`config.mk`:
```
export PLATFORM = sky130hd
export DESIGN_NAME = fetch_controller
export DESIGN_NICKNAME = d
export VERILOG_FILES = /design/src/rtl/fetch_pkg.sv /design/src/rtl/fetch_slot.sv /design/src/rtl/fetch_controller.sv
export SDC_FILE = /design/constraint.sdc
export NUM_CORES = 1
export LEC_CHECK = 0
export CAP_MARGIN = 30
export CORE_MARGIN = 2
export CORE_UTILIZATION = 45
export DETAILED_ROUTE_END_ITERATION = 7
export DONT_BUFFER_PORTS = 1
export GPL_TIMING_DRIVEN = 1
export PLACE_DENSITY_LB_ADDON = 0.05
export SLEW_MARGIN = 20
export SYNTH_ARGS = -nofsm -noshare
export SYNTH_HDL_FRONTEND = slang
export SYNTH_HIERARCHICAL = 1
export SYNTH_SLANG_ARGS = --single-unit
```
`constraint.sdc`:
```
create_clock -name CLK -period 2.4 [get_ports CLK]
set_input_delay 0.48 -clock CLK [delete_from_list [all_inputs] [get_ports CLK]]
set_output_delay 0.48 -clock CLK [all_outputs]
set_load 0.005 [all_outputs]
```
`src/rtl/fetch_pkg.sv`:
```
// Shared types and constants for the instruction-fetch sequencer.
// No timing of its own; no backpressure.
package fetch_pkg;

    typedef enum logic [1:0] {
        IDLE  = 2'd0,
        RUN   = 2'd1,
        FAULT = 2'd2
    } fetch_state_t;

    localparam int INSTR_WORD_BYTES = 4;

    function automatic int rom_addr_w(input int words);
        return (words > 1) ? $clog2(words) : 1;
    endfunction

endpackage

```
`src/rtl/fetch_slot.sv`:
```
// One-entry valid/ready output register; load lands one edge after the request.
// Holds data while valid && !ready; flush wins over load and transfer.
module fetch_slot #(
    parameter int W = 32
) (
    input  logic         i_clk,
    input  logic         i_rst_n,
    input  logic         i_load,
    input  logic         i_flush,
    input  logic         i_ready,
    input  logic [W-1:0] i_instr,
    input  logic [31:0]  i_pc,
    output logic         o_valid,
    output logic [W-1:0] o_instr,
    output logic [31:0]  o_pc
);

    logic         r_valid;
    logic [W-1:0] r_instr;
    logic [31:0]  r_pc;

    always_ff @(posedge i_clk or negedge i_rst_n) begin
        if (!i_rst_n) begin
            r_valid <= 1'b0;
            r_instr <= '0;
            r_pc    <= '0;
        end else if (i_flush) begin
            r_valid <= 1'b0;
        end else if (i_load) begin
            r_valid <= 1'b1;
            r_instr <= i_instr;
            r_pc    <= i_pc;
        end else if (r_valid && i_ready) begin
            r_valid <= 1'b0;
        end
    end

    assign o_valid = r_valid;
    assign o_instr = r_instr;
    assign o_pc    = r_pc;

endmodule

```
`src/rtl/fetch_controller.sv`:
```
// Instruction-fetch sequencer: PC owner, async ROM read, first instruction 2 edges after ENABLE.
// Output slot stalls fetch while VALID_OUT && !READY_IN; branches flush and redirect.
module fetch_controller
    import fetch_pkg::*;
#(
    parameter int          TAM_POSICIONES = 1024,
    parameter int          TAM_PALABRA    = 32,
    parameter logic [31:0] RESET_PC       = 32'h0000_0000
) (
    input  logic                                   CLK,
    input  logic                                   RST_N,
    input  logic                                   ENABLE,
    output logic                                   READ_EN,
    output logic [rom_addr_w(TAM_POSICIONES)-1:0]  INS_ADDRESS,
    input  logic [TAM_PALABRA-1:0]                 INSTRUCTION_IN,
    output logic [TAM_PALABRA-1:0]                 INSTR_OUT,
    output logic [31:0]                            PC_OUT,
    output logic                                   VALID_OUT,
    input  logic                                   READY_IN,
    input  logic                                   BRANCH_EN,
    input  logic [31:0]                            BRANCH_TARGET,
    output logic                                   FAULT_OUT
);

    localparam int          AW        = rom_addr_w(TAM_POSICIONES);
    localparam logic [31:0] ROM_WORDS = 32'(TAM_POSICIONES);

    fetch_state_t r_state, w_state_nxt;
    logic [31:0]  r_pc, w_pc_nxt;
    logic         w_load, w_flush, w_pc_in_range, w_tgt_bad, w_slot_free;

    assign w_pc_in_range = {2'b00, r_pc[31:2]} < ROM_WORDS;
    assign w_tgt_bad     = (BRANCH_TARGET[1:0] != 2'b00) ||
                           ({2'b00, BRANCH_TARGET[31:2]} >= ROM_WORDS);
    assign w_slot_free   = !VALID_OUT || READY_IN;

    always_comb begin
        w_state_nxt = r_state;
        w_pc_nxt    = r_pc;
        w_load      = 1'b0;
        w_flush     = 1'b0;
        case (r_state)
            IDLE: begin
                if (ENABLE) w_state_nxt = RUN;
                if (BRANCH_EN) begin
                    // A good target in IDLE only moves the PC; the slot is left alone.
                    w_pc_nxt = BRANCH_TARGET;
                    if (w_tgt_bad) begin
                        w_state_nxt = FAULT;
                        w_flush     = 1'b1;
                    end
                end
            end
            RUN: begin
                if (!ENABLE) w_state_nxt = IDLE;
                if (BRANCH_EN) begin
                    w_pc_nxt = BRANCH_TARGET;
                    w_flush  = 1'b1;
                    if (w_tgt_bad) w_state_nxt = FAULT;
                end else if (w_slot_free) begin
                    if (w_pc_in_range) begin
                        w_load   = 1'b1;
                        w_pc_nxt = r_pc + 32'(INSTR_WORD_BYTES);
                    end else begin
                        w_state_nxt = FAULT;
                        w_flush     = 1'b1;
                    end
                end
            end
            FAULT: ;
            default: w_state_nxt = IDLE;
        endcase
    end

    always_ff @(posedge CLK or negedge RST_N) begin
        if (!RST_N) begin
            r_state <= IDLE;
            r_pc    <= RESET_PC;
        end else begin
            r_state <= w_state_nxt;
            r_pc    <= w_pc_nxt;
        end
    end

    fetch_slot #(.W(TAM_PALABRA)) u_slot (
        .i_clk   (CLK),
        .i_rst_n (RST_N),
        .i_load  (w_load),
        .i_flush (w_flush),
        .i_ready (READY_IN),
        .i_instr (INSTRUCTION_IN),
        .i_pc    (r_pc),
        .o_valid (VALID_OUT),
        .o_instr (INSTR_OUT),
        .o_pc    (PC_OUT)
    );

    assign READ_EN     = w_load;
    assign INS_ADDRESS = r_pc[AW+1:2];
    assign FAULT_OUT   = (r_state == FAULT);

endmodule
```
# Word level (Yosys, flattened, before mapping)
# Index checks and enable logic that the tools add are counted.
dict set report word_totals {
  regBits 99
  inputBits 69
  out_inout_bits 77
  elab_cells 51
}
dict set report op_classes {
  addsub 1
  n_lt_le_gt_ge 2
  n_eq_ne 5
  muxes 27
  n_bitwise 1
  reduce_logical 10
}
# op count
set ops {}
lappend ops {{2-to-1 mux 32 bit} 4}
lappend ops {{one-hot mux 32 bit (2 select lines)} 1}
lappend ops {{adder 32 x 3 -> 32 bit, second input constant} 1}
lappend ops {{>= comparator 30 x 11 -> 1 bit, second input constant} 1}
lappend ops {{less-than comparator 30 x 11 -> 1 bit, second input constant} 1}
lappend ops {{2-to-1 mux 2 bit} 8}
lappend ops {{2-to-1 mux 1 bit} 12}
lappend ops {{!= test 3 bit, second input constant} 2}
lappend ops {{one-hot mux 2 bit (3 select lines)} 1}
lappend ops {{AND reduction 4 bit} 1}
lappend ops {{nonzero test 2 bit} 2}
lappend ops {{nonzero test 3 bit} 1}
lappend ops {{equality test 2 x 1 -> 1 bit, second input constant} 1}
lappend ops {{equality test 2 bit, second input constant} 1}
lappend ops {{logical NOT 2 bit} 1}
lappend ops {{logical OR 1 bit} 2}
lappend ops {{!= test 2 bit, second input constant} 1}
lappend ops {{one-hot mux 1 bit (2 select lines)} 1}
lappend ops {{AND reduction 2 bit} 1}
lappend ops {{logical AND 1 bit} 1}
lappend ops {{logical NOT 1 bit} 1}
lappend ops {{inverter 1 bit} 1}

# Logic depth before layout (Yosys ltp)
dict set report depth {
  word_depth 7
  mapped_depth 9
  ltp_nobuf 6
}

# Hierarchy
# The synthesis kept the hierarchy.
# mod instances cells_each area_each_um2 seq_area_each_um2
set by_module_without_submodules {}
lappend by_module_without_submodules {fetch_slot 1 140 2741.4 1626.6}
lappend by_module_without_submodules {fetch_controller 1 244 2167.1 850.8}

# Worst setup path after synthesis
# OpenSTA, ideal clock, no wires.
dict set report synth_path {
  path_kind {flip-flop to flip-flop}
  from {register r_state[1]}
  to {register u_slot.r_instr[0] (netlist: u_slot/o_instr[0])}
  setup_time_ps 125
  t_arrival_ps 2128
  required_time_ps 2275
  setup_slack_ps 147
  stages_incl_launch_ff 10
  n_path_buf 4
  period_less_slack_ps 2253
  cell_sequence {dfrtp_1 buf_2 nor3b_4 buf_2 nand2_1 nor3_1 nor2b_4 buf_12 buf_12 mux2_4}
}
dict set report synth_via {
  elab_cells_between_ends 6
  cone_classes {1 x eq/ne; 2 x mux; 1 x bitwise; 2 x reduce/logical}
}
# element line
set synth_rtl {}
lappend synth_rtl {{start: declaration} fetch_controller.sv:28} ;# fetch_state_t r_state, w_state_nxt;
lappend synth_rtl {{start signal: assignment} fetch_controller.sv:80} ;# r_state <= w_state_nxt;
lappend synth_rtl {{equality test 2 x 1 -> 1 bit} fetch_controller.sv:42} ;# case (r_state)
lappend synth_rtl {{2-to-1 mux 1 bit} fetch_controller.sv:42}
lappend synth_rtl {{via READ_EN} fetch_controller.sv:13} ;# output logic READ_EN,
lappend synth_rtl {{AND reduction 2 bit (no line)} -}
lappend synth_rtl {{end signal: assignment} fetch_slot.sv:31} ;# r_instr <= i_instr;
lappend synth_rtl {{end: declaration} fetch_slot.sv:19} ;# logic [W-1:0] r_instr;
# The timed path passes the listed nets, and every way through them passes these cells.
# A chain may end at the register's enable or synchronous reset.

# Worst setup path in the final report
dict set report layout_path {
  from {register r_pc[31]}
  to {register u_slot.r_instr[28] (netlist: u_slot/o_instr[28])}
}
dict set report layout_via {
  elab_chain_len 7
  elab_cells_between_ends 11
  cone_classes {1 x order compare; 8 x mux; 1 x bitwise; 1 x reduce/logical}
}
# element line
set layout_rtl {}
lappend layout_rtl {{start: declaration} fetch_controller.sv:29} ;# logic [31:0] r_pc, w_pc_nxt;
lappend layout_rtl {{start signal: assignment} fetch_controller.sv:81} ;# r_pc <= w_pc_nxt;
lappend layout_rtl {{less-than comparator 30 x 11 -> 1 bit} fetch_controller.sv:32} ;# assign w_pc_in_range = {2'b00, r_pc[31:2]} < ROM_WORDS;
lappend layout_rtl {{2-to-1 mux 1 bit} fetch_controller.sv:61} ;# if (w_pc_in_range) begin
lappend layout_rtl {{2-to-1 mux 1 bit} fetch_controller.sv:60} ;# end else if (w_slot_free) begin
lappend layout_rtl {{2-to-1 mux 1 bit} fetch_controller.sv:56} ;# if (BRANCH_EN) begin
lappend layout_rtl {{one-hot mux 1 bit (2 select lines)} fetch_controller.sv:42}
lappend layout_rtl {{via w_flush} fetch_controller.sv:30} ;# logic w_load, w_flush, w_pc_in_range, w_tgt_bad, w_slot_free;
lappend layout_rtl {{inverter 1 bit (no line)} -}
lappend layout_rtl {{AND reduction 2 bit (no line)} -}
# The timed path passes the listed nets, and every way through them passes these cells.

==> results by stage <==
Die:
- The effective utilization at floorplan is 0.4568.
- The floorplan die area is about 12000 um^2.
- The horizontal die dimension is about 110 um.
- In this run the vertical extent of the chip is ~110 um.
- The row count is 38.
- For this design the top-level I/O count stands at about 150.
- The area of the core region is roughly 11000 um^2.

Outcome:
- The checks that failed: negative hold slack.
- The run finished, with violations left.

Timing:
- The sum of negative setup slack is 0 ns.
- The total count of hold-check failures in the final report came to 99.
- Across all hold checks on the routed design, the worst slack comes to -0.2105 ns.
- At the pin with the least slew margin, the transition time is about 0.60 ns.
- Setup repair after global routing left no endpoint under its margin.
- The max-slew violation count is 0.
- Counting I/O delays and the setup requirement, the final critical path takes 2.274 ns.
- Between clock sinks in the finished design, the worst skew comes to between 0.007 and 0.008 ns.
- Derived from the worst setup path, the maximum achievable clock frequency is around 440 MHz.
- The worst pin sits at a relative slew slack of 0.6003.
- The number of setup violations in the final report is 0.
- Of the available clock period, the critical path in the final layout requires 0.9474.

Power:
- The overall power consumption is just under 3 mW.
- The worst-case IR drop observed on VDD is just under 400 uV.
- Dividing total power by cell area gives a power density of approximately 560 nW/um^2.
- The leakage power is 2.451 nW.

Clock tree:
- The clock network latency to the later pin of the worst-skew pair is 0.37 ns.
- TritonCTS built the clock tree.
- The deepest clock path buffer count is 2.
- The clock-pin slew on the worst setup and hold paths is about 0.090 ns.
- Clock tree synthesis inserted a total of 9 buffers.
- The number of buffers inserted by post-CTS setup repair is 0.
- The clock tree synthesis step divided the H-tree into 3 levels.
- In this run the clock root is driven by a clkbuf_8.
- The tree built by TritonCTS fans out to between 90 and 100 sinks.

Synthesis:
- The proportion of synthesized flip-flops having asynchronous set or reset is 1.000.
- The mean cell area of the mapped netlist is 12.78 um^2.
- The number of cells produced by synthesis is 384.
- Summing every instance area after synthesis gives 4908 um^2.
- The share of the Yosys chip area taken by registers is 0.5047.
- The total of flip-flops plus latches after synthesis is just under 100.
- dfrtp_1 takes more of the synthesized area than any other cell.
- The portion of synthesized cell area occupied by the leading cell type is 0.5047.
- The number of nets handed over by synthesis was between 400 and 500.
- Yosys attributes the largest share of cell area to dfrtp_1, mux2_4, nand2_1.
- Counting flops with a built-in enable in the synthesized netlist gives 0.
- The most used flip-flop cell after synthesis is dfrtp_1.
- The number of warnings issued by yosys is 6.
- The number of different library cells in the post-synthesis netlist is 54.

Finish:
- Leaving out fill and tap cells, the most frequent cell in the layout is dfrtp_1.
- Fill cells in the final layout number between 900 and 1000.
- The library cells used most frequently in the layout, excluding fill and tap cells, are dfrtp_1, mux2_4, nand2_1, buf_4.
- The final layout net count is 468.
- Leaving out filler cells and counting taps, the final layout contains around 540.
- The final design instance area without fill is 5321 um^2.
- The area added between synthesis and finish is 8.412%.
- The share of post-route cells with drive strength above 1 is 0.3226.

Place:
- In this run the cell area measured after placement is about 5100 um^2.
- In this run the tool buffered the top-level ports with 0 buffer cells.
- The HPWL after detailed placement is 8.146 mm.
- The final weighted congestion in routability-driven placement is 0.7872.
- The number of placed instances with taps included is roughly 530.

Min path:
- The tightest min-delay check is of the in2async type.

Routing:
- The routed layout has between 3000 and 4000 vias.
- For this block, the initial DRC count from the detailed router was ~130.
- After detailed routing, the average wire length per cell comes to about 21 um.
- Dividing the detail-routed via count by the number of cells gives approximately 5.7.
- The routed design has around 11 mm of wire.
- For this run, design rule violations remaining after detail routing come to 0.
- The first-pass iteration count of the detailed router is 4.
- The count of nets left with antenna violations once routing finished came out at 0.

Critical path:
- STA puts the critical path data arrival time at roughly 2.5 ns.
- Of all nets on the critical path, the largest fanout is 25.
- The required time at the worst-slack endpoint is between 2 and 3 ns.
- The path type of the worst setup path is reg2reg.
- The type of element capturing the critical path is a flop.
- The worst setup path is launched from a flop.

Global route:
- The pin count of the biggest net entering global routing is 100.
- The first global-routing pass estimated 17.62 mm of wire.
- The global-route congestion overflow total is 0.
- The number of antenna violations at the first check in global routing is 1.
- The number of global-route vias before repair is roughly 3100.
- The overall routing resource usage is 0.2001.

Run:
- The tool flagged a number of max-cap violations equal to 0.
[through the flow]
step                utilization  setup slack (ns)
detailed placement       0.4716          -0.03096
finish                   0.4952            0.1263
global route             0.4952           0.04549
CTS                      0.4925           0.03838
global placement         0.4716           0.05177
floorplan                     -            0.1471
[cells in the mapped netlist, types with 3 or more instances]
master / instances
nor4_1: 9
buf_12: 7
nor4_2: 3
o22ai_1: 5
nand2_1: 44
o221ai_1: 5
o32ai_1: 5
clkbuf_1: 5
o21ai_0: 9
mux2i_1: 5
a21oi_1: 10
dfrtp_1: 99
buf_4: 10
nor2b_1: 3
nor2_1: 14
and4_1: 4
mux2_4: 61
mux2_2: 4
nand4_1: 8
nand3_1: 13
inv_1: 12
buf_2: 5
nand2b_1: 4
nor3_1: 5
[state kept, by name (all words and copies together), names as in the netlist]
register / cells
r_pc: 32
r_state: 2
u_slot/o_instr: 32
u_slot/o_pc: 32
u_slot/o_valid: 1
[report_power, final]
| group | internal, mW | switching (mW) | total (mW) |
|---|---|---|---|
| clock | 0.617 | 0.575 | 1.19 |
| sequential | 1.68 | 0.0175 | 1.70 |
| combinational | 0.0402 | 0.0355 | 0.0757 |
[worst max-delay path, cell delays in order, from the launching register on]
cell and delay (ns):
dfrtp_1 0.45, nor4_2 0.34, nand2_1 0.18, nor2_2 0.16, o22ai_1 0.15, nor2b_4 0.25
buf_12 0.25, mux2_2 0.36
[layer usage]
metal  global-route usage  share of wire  wire, um
met3              0.08559          0.075       859
met5                    0              0         0
met4              0.05769          0.014       163
met2               0.3058           0.48      5438
met1               0.2590           0.44      4986
[kinds of logic after synthesis]
logic type	Yosys count	synth area share
buffers and inverters	41	0.06653
adder cells (fa/ha/maj)	1	0.002549
AO/OA/AOI/OAI	53	0.08285
flip-flops	99	0.5047
multiplexers	70	0.2060
AND/OR/NAND/NOR	120	0.1374
[layout make-up]
| class | instances | area (um^2) | share of cell area |
|---|---|---|---|
| diodes | 1 | 2.502 | 0.0004703 |
| clock buffers | 10 | 137.6 | 0.02586 |
| clock inverters | 6 | 87.58 | 0.01646 |
| inverters | 12 | 45.04 | 0.008465 |
| multi-input cells | 244 | 2127 | 0.3997 |
| flip-flops and latches | 99 | 2477 | 0.4656 |
| well taps | 140 | 175.2 | 0.03292 |
| repair buffers | 32 | 269.0 | 0.05055 |
[timing repair]
action / in CTS / in global routing
resized for setup: 0 / 5
endpoints found under the setup margin: 0 / 64
endpoints found under the hold margin: 99 / 99
[final timing paths]
path | slack (ns) | start | cells after the start | end
max | 0.13 | r_pc[31] | 7 | u_slot/o_instr[28]
min | -0.21 | RST_N | 0 | u_slot/o_instr[13]
max reg2reg | 0.13 | r_pc[31] | 7 | u_slot/o_instr[28]
min reg2reg | 0.49 | r_pc[1] | 2 | r_pc[1]
max in group asynchronous | 2.49 | RST_N | 0 | u_slot/o_pc[15]
min in group CLK | 0.21 | BRANCH_TARGET[23] | 2 | r_pc[23]
(Power assumes the default switching activity.)
